### config.mk
export PLATFORM = sky130hd
export DESIGN_NAME = reaction_timer_ctrl_flat
export DESIGN_NICKNAME = d
export VERILOG_FILES = /design/src/rtl/reaction_timer_if.sv /design/src/rtl/reaction_timer_ctrl.sv /design/src/flat_wrapper.sv
export SDC_FILE = /design/constraint.sdc
export NUM_CORES = 1
export LEC_CHECK = 0
export ABC_AREA = 0
export CAP_MARGIN = 15
export CORE_ASPECT_RATIO = 0.8
export CORE_MARGIN = 2
export CORE_UTILIZATION = 45
export DETAILED_ROUTE_END_ITERATION = 8
export PLACE_DENSITY = 0.6
export SYNTH_ARGS = -nofsm -noshare
export SYNTH_HDL_FRONTEND = slang
export SYNTH_SLANG_ARGS = --single-unit
### constraint.sdc
create_clock -name clk -period 2.86 [get_ports clk]
set_input_delay 0.715 -clock clk [delete_from_list [all_inputs] [get_ports clk]]
set_output_delay 0.715 -clock clk [all_outputs]
set_load 0.03 [all_outputs]
### src/rtl/reaction_timer_if.sv
// Purpose: button inputs and display/LED outputs of the reaction-time game controller.
// Latency: none, wires only.
// Backpressure: none; buttons are single-cycle debounced pulses, outputs are levels.
// Ports: buttonStart/buttonHit/buttonBest (to controller); ledGreen, ledRed, displayScore,
//        displayMode, newBest, busy (from controller).
interface reaction_timer_if #(
  parameter int SCORE_WIDTH = 13
);
  logic                   buttonStart;
  logic                   buttonHit;
  logic                   buttonBest;
  logic                   ledGreen;
  logic                   ledRed;
  logic [SCORE_WIDTH-1:0] displayScore;
  logic [1:0]             displayMode;
  logic                   newBest;
  logic                   busy;

  // master: button source and display consumer; slave: the controller
  modport master (
    output buttonStart, buttonHit, buttonBest,
    input  ledGreen, ledRed, displayScore, displayMode, newBest, busy
  );
  modport slave (
    input  buttonStart, buttonHit, buttonBest,
    output ledGreen, ledRed, displayScore, displayMode, newBest, busy
  );
endinterface

### src/rtl/reaction_timer_ctrl.sv
// Purpose: reaction-time game flow (idle/armed/go/show/foul), random go delay, tick-based score, best score.
// Latency: every output is registered and changes one clock after the triggering pulse or tick.
// Backpressure: none; button pulses are acted on in the cycle they arrive or ignored.
// Ports: clk, resetN (synchronous, active low); bus = reaction_timer_if.slave
//        (button pulses in; LEDs, display value/mode, newBest, busy out).
module reaction_timer_ctrl #(
  parameter int SCORE_WIDTH = 13,
  parameter int TICK_CYCLES = 50000,
  parameter int DELAY_MIN   = 1000,
  parameter int DELAY_MASK  = 2047,
  parameter int MAX_SCORE   = 8191
) (
  input logic            clk,
  input logic            resetN,
  reaction_timer_if.slave bus
);
  localparam int PRE_W    = $clog2(TICK_CYCLES);
  localparam int DLY_SPAN = DELAY_MIN + DELAY_MASK + 1;
  localparam int DLY_W    = (DLY_SPAN > 2) ? $clog2(DLY_SPAN) : 1;
  localparam logic [SCORE_WIDTH-1:0] BEST_NONE  = '1;
  localparam logic [SCORE_WIDTH-1:0] SCORE_MAX  = SCORE_WIDTH'(MAX_SCORE);
  localparam logic [SCORE_WIDTH-1:0] SCORE_LAST = SCORE_WIDTH'(MAX_SCORE - 1);

  typedef enum logic [2:0] {IDLE, ARMED, GO, SHOW, FOUL} state_t;

  state_t                 state, nextState;
  logic [15:0]            lfsr;
  logic [PRE_W-1:0]       preCnt;
  logic [DLY_W-1:0]       delayCnt, delayLoad;
  logic [SCORE_WIDTH-1:0] scoreCnt, scoreLatched, best;
  logic                   showBest, newBestFlag;
  logic                   tick, enterArmed, enterGo, takeBest;
  logic [SCORE_WIDTH-1:0] nextLatched, nextDispScore;
  logic                   nextShowBest, nextNewBest;
  logic [1:0]             nextDispMode;

  assign tick       = (preCnt == PRE_W'(TICK_CYCLES - 1));
  assign delayLoad  = DLY_W'(DELAY_MIN) + DLY_W'(lfsr & 16'(DELAY_MASK));
  // Prescaler restarts on these so the first tick lands exactly TICK_CYCLES after entry.
  assign enterArmed = (nextState == ARMED) && (state != ARMED);
  assign enterGo    = (nextState == GO) && (state != GO);

  always_comb begin
    nextState    = state;
    nextLatched  = scoreLatched;
    nextShowBest = showBest;
    nextNewBest  = newBestFlag;
    takeBest     = 1'b0;
    case (state)
      IDLE: if (bus.buttonStart) nextState = ARMED;
      ARMED: begin
        // A hit beats the final delay tick in the same cycle.
        if (bus.buttonHit)
          nextState = FOUL;
        else if (delayCnt == '0 || (tick && delayCnt == DLY_W'(1)))
          nextState = GO;
      end
      GO: begin
        // Timeout takes priority, so a simultaneous hit still latches MAX_SCORE and never sets a best.
        if (tick && scoreCnt == SCORE_LAST) begin
          nextState    = SHOW;
          nextLatched  = SCORE_MAX;
          nextShowBest = 1'b0;
          nextNewBest  = 1'b0;
        end else if (bus.buttonHit) begin
          nextState    = SHOW;
          nextLatched  = scoreCnt;
          nextShowBest = 1'b0;
          takeBest     = (scoreCnt < best);
          nextNewBest  = takeBest;
        end
      end
      SHOW: begin
        if (bus.buttonStart) begin
          nextState   = ARMED;
          nextNewBest = 1'b0;
        end else if (bus.buttonBest) begin
          nextShowBest = !showBest;
        end
      end
      FOUL: if (bus.buttonStart) nextState = ARMED;
      default: nextState = IDLE;
    endcase

    nextDispMode  = 2'b00;
    nextDispScore = '0;
    case (nextState)
      SHOW: begin
        if (!nextShowBest) begin
          nextDispMode  = 2'b01;
          nextDispScore = nextLatched;
        end else if (best != BEST_NONE) begin
          // best cannot change while in SHOW, so reading the register here is safe
          nextDispMode  = 2'b10;
          nextDispScore = best;
        end
      end
      FOUL:    nextDispMode = 2'b11;
      default: ;
    endcase
  end

  always_ff @(posedge clk) begin
    if (!resetN) begin
      state            <= IDLE;
      lfsr             <= 16'hACE1;
      preCnt           <= '0;
      delayCnt         <= '0;
      scoreCnt         <= '0;
      scoreLatched     <= '0;
      best             <= BEST_NONE;
      showBest         <= 1'b0;
      newBestFlag      <= 1'b0;
      bus.ledGreen     <= 1'b0;
      bus.ledRed       <= 1'b0;
      bus.busy         <= 1'b0;
      bus.newBest      <= 1'b0;
      bus.displayMode  <= 2'b00;
      bus.displayScore <= '0;
    end else begin
      state <= nextState;
      // Fibonacci taps 16,14,13,11
      lfsr  <= {lfsr[14:0], lfsr[15] ^ lfsr[13] ^ lfsr[12] ^ lfsr[10]};

      if (tick || enterArmed || enterGo) preCnt <= '0;
      else                               preCnt <= preCnt + PRE_W'(1);

      if (enterArmed)
        delayCnt <= delayLoad;
      else if (state == ARMED && tick && delayCnt != '0)
        delayCnt <= delayCnt - DLY_W'(1);

      if (enterGo)                   scoreCnt <= '0;
      else if (state == GO && tick)  scoreCnt <= scoreCnt + SCORE_WIDTH'(1);

      scoreLatched <= nextLatched;
      showBest     <= nextShowBest;
      newBestFlag  <= nextNewBest;
      if (takeBest) best <= scoreCnt;

      bus.ledGreen     <= (nextState == GO);
      bus.ledRed       <= (nextState == FOUL);
      bus.busy         <= (nextState == ARMED) || (nextState == GO);
      bus.newBest      <= (nextState == SHOW) && nextNewBest;
      bus.displayMode  <= nextDispMode;
      bus.displayScore <= nextDispScore;
    end
  end
endmodule
### src/flat_wrapper.sv
// flat-port wrapper written by rule: the top's interface ports become plain ports
module reaction_timer_ctrl_flat 
#(
  parameter int SCORE_WIDTH = 13,
  parameter int TICK_CYCLES = 50000,
  parameter int DELAY_MIN   = 1000,
  parameter int DELAY_MASK  = 2047,
  parameter int MAX_SCORE   = 8191
)
  (clk, resetN, bus_buttonStart, bus_buttonHit, bus_buttonBest, bus_ledGreen, bus_ledRed, bus_displayScore, bus_displayMode, bus_newBest, bus_busy);
  reaction_timer_if #(.SCORE_WIDTH(SCORE_WIDTH)) bus_i ();
  input logic clk;
  input logic resetN;
  input wire logic [$bits(bus_i.buttonStart)-1:0] bus_buttonStart;
  input wire logic [$bits(bus_i.buttonHit)-1:0] bus_buttonHit;
  input wire logic [$bits(bus_i.buttonBest)-1:0] bus_buttonBest;
  output wire logic [$bits(bus_i.ledGreen)-1:0] bus_ledGreen;
  output wire logic [$bits(bus_i.ledRed)-1:0] bus_ledRed;
  output wire logic [$bits(bus_i.displayScore)-1:0] bus_displayScore;
  output wire logic [$bits(bus_i.displayMode)-1:0] bus_displayMode;
  output wire logic [$bits(bus_i.newBest)-1:0] bus_newBest;
  output wire logic [$bits(bus_i.busy)-1:0] bus_busy;
  assign bus_i.buttonStart = bus_buttonStart;
  assign bus_i.buttonHit = bus_buttonHit;
  assign bus_i.buttonBest = bus_buttonBest;
  assign bus_ledGreen = bus_i.ledGreen;
  assign bus_ledRed = bus_i.ledRed;
  assign bus_displayScore = bus_i.displayScore;
  assign bus_displayMode = bus_i.displayMode;
  assign bus_newBest = bus_i.newBest;
  assign bus_busy = bus_i.busy;
  reaction_timer_ctrl #(.SCORE_WIDTH(SCORE_WIDTH), .TICK_CYCLES(TICK_CYCLES), .DELAY_MIN(DELAY_MIN), .DELAY_MASK(DELAY_MASK), .MAX_SCORE(MAX_SCORE)) u_core (.clk(clk), .resetN(resetN), .bus(bus_i));
endmodule
After elaboration in Yosys (flattened, before gate mapping). Cells that the tools add are included.

Output and inout bits: 19. Memories: 0. Word-level logic and storage cells: 87. Register bits after elaboration: 107. ROM bits: 0. Bits in latches: 0. Memory bits (writable): 0.

Muxes and demuxes: 28. Bitwise operators: 4. Order comparisons: 1. Equality and inequality tests: 14. Divide/modulo/power cells: 0. Reductions and logical operators: 21. $add $sub $neg: 4. Shifts and indexed selects: 0. Multipliers: 0.

Operators by type and width (number): 13-bit 2-to-1 mux (5); 12-bit 2-to-1 mux (2); 16-bit by 1-bit adder with 16-bit output, second input constant (1); 16-bit equality test, second input constant (1); 3-bit 2-to-1 mux (5); 13-bit by 1-bit adder with 13-bit output, second input constant (1); 13-bit equality test, second input constant (1); 13-bit less-than comparator (1); 13-bit inequality test, second input constant (1); 10-bit by 11-bit adder with 12-bit output, first input constant (1); 12-bit by 1-bit equality test with 1-bit output, second input constant (1); 3-bit by 2-bit equality test with 1-bit output, second input constant (4); 12-bit zero test (1); 12-bit nonzero test (1); 12-bit by 1-bit subtractor with 12-bit output, second input constant (1); 1-bit 2-to-1 mux (10); 3-bit one-hot mux with 3 select lines (1); 1-bit logical AND (8); 3-bit by 1-bit equality test with 1-bit output, second input constant (2); 3-bit equality test, second input constant (2); 1-bit logical OR (4); 2-bit 2-to-1 mux (2); 1-bit one-hot mux with 2 select lines (2); 2-bit one-hot mux with 2 select lines (1); other kinds (10) (13).

Depth between registers and ports, before layout.
Word-level depth: 11. Depth in mapped cells: 11. Depth with buffers taken out: 8.

Worst setup path after synthesis. No wires, ideal clock.

Path kind: input to register. Start point: in bus_buttonHit. End point: reg u_core.bus.displayScore[4]. Data arrival time: 2110 ps. Slack: 627 ps. Stages on the path: 7. Path buffers: 1. Cell sequence: nor2_1 > o221ai_1 > a211o_1 > or2_2 > nand2_2 > buf_2 > a21oi_1.

Cells in the longest elaborated chain, start to end: 5. Elaborated cells between the ends (all ways): 13. Classes of those cells: eq/ne: 1; mux: 11; reduce/logical: 1.

Ends and longest elaborated chain: start: declaration (RTL line flat_wrapper.sv:15) `input wire logic [$bits(bus_i.buttonHit)-1:0] bus_buttonHit;`; 3-bit 2-to-1 mux (RTL line reaction_timer_ctrl.sv:65) `end else if (bus.buttonHit) begin`; 3-bit 2-to-1 mux (RTL line reaction_timer_ctrl.sv:60) `if (tick && scoreCnt == SCORE_LAST) begin`; 3-bit one-hot mux with 3 select lines (RTL line reaction_timer_ctrl.sv:49) `case (state)`; 3-bit by 2-bit equality test with 1-bit output (RTL line reaction_timer_ctrl.sv:87) `case (nextState)`; 2-bit AND reduction (no line); end signal: assignment (RTL line reaction_timer_ctrl.sv:146) `bus.displayScore <= nextDispScore;`; end: declaration (RTL line reaction_timer_if.sv:26) `output ledGreen, ledRed, displayScore, displayMode, newBest, busy`.

Parallel ways exist; a longest one is shown, timed or not. A chain may end at the register's enable or synchronous reset.

Worst setup path in the final report.
Start point: in bus_buttonHit. End point: reg u_core.bus.displayMode[0].

Cells in the longest elaborated chain, start to end: 5. Elaborated cells between the ends (all ways): 11. Classes of those cells: eq/ne: 2; mux: 9.

Ends and longest elaborated chain: 3-bit 2-to-1 mux or 1-bit 2-to-1 mux (tied branches) (RTL line reaction_timer_ctrl.sv:65); 3-bit 2-to-1 mux or 1-bit 2-to-1 mux (tied branches) (RTL line reaction_timer_ctrl.sv:60); 3-bit one-hot mux with 3 select lines or 1-bit one-hot mux with 2 select lines (tied branches) (RTL line reaction_timer_ctrl.sv:49); 3-bit equality test, or another cell as far along (RTL line reaction_timer_ctrl.sv:87); 2-bit one-hot mux with 2 select lines (*) (RTL line reaction_timer_ctrl.sv:87); end signal: assignment (RTL line reaction_timer_ctrl.sv:145) `bus.displayMode <= nextDispMode;`; end: declaration (RTL line reaction_timer_if.sv:26).

Mark *: on every way between the ends. The rest lies on a longest branch, timed or not.

==> impl_metrics.ini <==
[synth]
synthTopCellsByArea = dfxtp_1, xnor2_1, nor2_1
syn_inst = 559
synth-edff-count = 0
syn_area_um2 = 4990
synth_seq_cells = 107
ys_warn_count = 0
yosysUniqueCellTypes = 60
yosys-top-cells-count = dfxtp_1, nor2_1, inv_1
synth_area_per_cell_um2 = 8.92
synth_most_common_cell = dfxtp_1
synth.yosys.seq_area_share_pct = 43.0
synth_top_area_share_pct = 43.0
ys.flop_type = dfxtp_1
synth_largest_area_cell = dfxtp_1
synth_nets = 582
synth-async-reset-ratio_pct = 0

[critical_path]
worst_ep_arrival_time_ns = 2.74
crit_type = in -> reg
critPathMaxFanout = 16
start_kind = primary input
end_kind = flip-flop
cp.required_ns = 3.13

[global_route]
track_usage_pct = 19.4
grt_max_degree = 36
grt_pass1_vias = 3729
grt_antenna_before_repair = 0
overflow = 0
grt_pass1_wl_mm = 18.6

[floorplan]
core_um2 = 10800
die_x_um = 122
io_pins = 24
die-area_um2 = 11900
die_y_um = 98.2
initial_utilization_pct = 46.0
rows = 34

[cts]
clock-root-buffer = clkbuf_16
holdBufCountCts = 0
cts_tree = built
clock_tree.buffer_depth = 2
clkSinkCount = 107
path_clk_slew_ns = 0.07
h-tree-depth = 3
clk_latency_ns = 0.35
cts_resized = 0
post_cts_buffers = 0
numCtsBuffers = 9

[placement]
place.gp.congestion = 0.850
dp_cells = 722
hpwl_mm = 7.94
portBuffers = 23
pre_cts_slack_ns = 0.0647
placed_area_um2 = 5450

[final_layout]
nets = 612
drive_above_1_share_pct = 11.3
fillCellCount = 1025
final_cells = 738
diodes = 0
post-route-util_pct = 53.0
area_growth_pct = 15.3
stdcell_area_um2 = 5750

[sta]
relSlewSlack_pct = 56.0
fmax_ghz = 0.405
setup_tns_ns = 0
fin_crit_sh_pct = 86.3
setup_viol_count_final = 0
fin_skew_ns = 0.00566
worst_pin_slew_ns = 0.654
setup_slack_ns = 0.391
finalHoldViolations = 0
slew_violations = 0
whs_ns = 0.417
rsz0062_at_grt = no
period_needed_ns = 2.47

[flow_run]
drv_cap = 0

[power]
power_frac_comb_pct = 11.6
vdd_drop_max_uv = 291
power.switching_mw = 0.813
intPower_mw = 2.43
power.share.clock_pct = 38.2
powerDensity_nw_per_um2 = 564
p_leak_nw = 2.22
p_sw_share_pct = 25.1
totalPowerFinal_mw = 3.24
power_frac_seq_pct = 50.3

[min_path]
hold_path.class = reg -> reg

[route]
drc_errors = 0
detail-route-antenna-nets = 0
routed_wl_mm = 11.0
vias = 4004
dr.pass1.iters = 4
via_per_inst = 5.43
wl_per_cell_um = 14.9
drt-initial-drc-count = 226

[outcome]
outcome = completed
==> layout by cell type, fill, tap and decap left out, types with 10 or more instances in the layout <==
cell / synthesis / routed
a21oi_1: 19 / 19
and2_1: 10 / 10
buf_4: 1 / 21
clkdlybuf4s50_1: 0 / 23
dfxtp_1: 107 / 107
ha_1: 18 / 18
inv_1: 35 / 35
nand2_1: 32 / 32
nand2b_1: 12 / 12
nand3_1: 14 / 14
nand4_1: 13 / 13
nor2_1: 69 / 69
nor3_1: 11 / 11
nor4_1: 12 / 12
o211ai_1: 12 / 12
o21ai_0: 26 / 26
o22ai_1: 12 / 12
xnor2_1: 31 / 31
xor2_1: 14 / 14
==> cells by family after synthesis <==
| logic type | after synthesis | synth area share (%) |
|---|---|---|
| DFF | 107 | 43.0 |
| and+or+nand+nor | 212 | 22.5 |
| AOI/OAI and AO/OA | 115 | 16.6 |
| xor gates and xnor gates | 45 | 7.90 |
| buffers and inverters | 62 | 5.52 |
| adders and majority gates | 18 | 4.52 |
==> metal layers <==
metal | vias to the layer above | wire [um] | GRT usage (%)
met4 | 0 | 142 | 5.84
met3 | 14 | 508 | 4.15
met1 | 1876 | 5800 | 29.2
li1 | 2026 | - | -
met5 | - | 0 | 0
met2 | 88 | 4520 | 27.8
==> critical path: stages <==
cell and delay, ns:
clkdlybuf4s50_1 0.47, nor4b_1 0.47, nand4_1 0.20, o22ai_1 0.27, and2_1 0.21, nand2_2 0.08, buf_12 0.15, o21ai_0 0.17
==> flip-flops by register name, summed over array words and instances (netlist names), 2 cells and up <==
name                     flops
u_core.best                 13
u_core.bus.displayMode       2
u_core.bus.displayScore     13
u_core.delayCnt             12
u_core.lfsr                 16
u_core.preCnt               16
u_core.scoreCnt             13
u_core.scoreLatched         13
u_core.state                 3
==> power by group through the flow <==
stage          clock (mW)  sequential [mW]  combinational, mW
5_1_grt              1.33             1.64              0.415
3_3_place_gp            0             1.66              0.370
6_report             1.24             1.63              0.375
4_1_cts              1.27             1.63              0.374
3_5_place_dp            0             1.66              0.371
2_1_floorplan           0             1.65              0.267
==> worst paths after layout <==
kind | depth (start not counted) | from | slack, ns | end
max | 8 | bus_buttonHit | 0.39 | u_core.bus.displayMode[0]$_SDFF_PN0_
min | 1 | u_core.lfsr[14]$_SDFF_PN0_ | 0.42 | u_core.lfsr[15]$_SDFF_PN1_
max reg2reg | 6 | u_core.scoreCnt[7]$_SDFFE_PP0P_ | 0.40 | u_core.best[9]$_SDFFE_PN1P_
min reg2reg | 1 | u_core.lfsr[14]$_SDFF_PN0_ | 0.42 | u_core.lfsr[15]$_SDFF_PN1_
==> layout make-up <==
cell class,count,area (um2),area share (%)
timing repair buffer,46,428,7.45
multi-input combinational,390,2570,44.7
clock buffer,12,246,4.29
clock inverter,4,50.0,0.871
tap,144,180,3.14
inverter,35,131,2.29
sequential,107,2140,37.3
No activity file was read; power rests on OpenSTA's default activity.
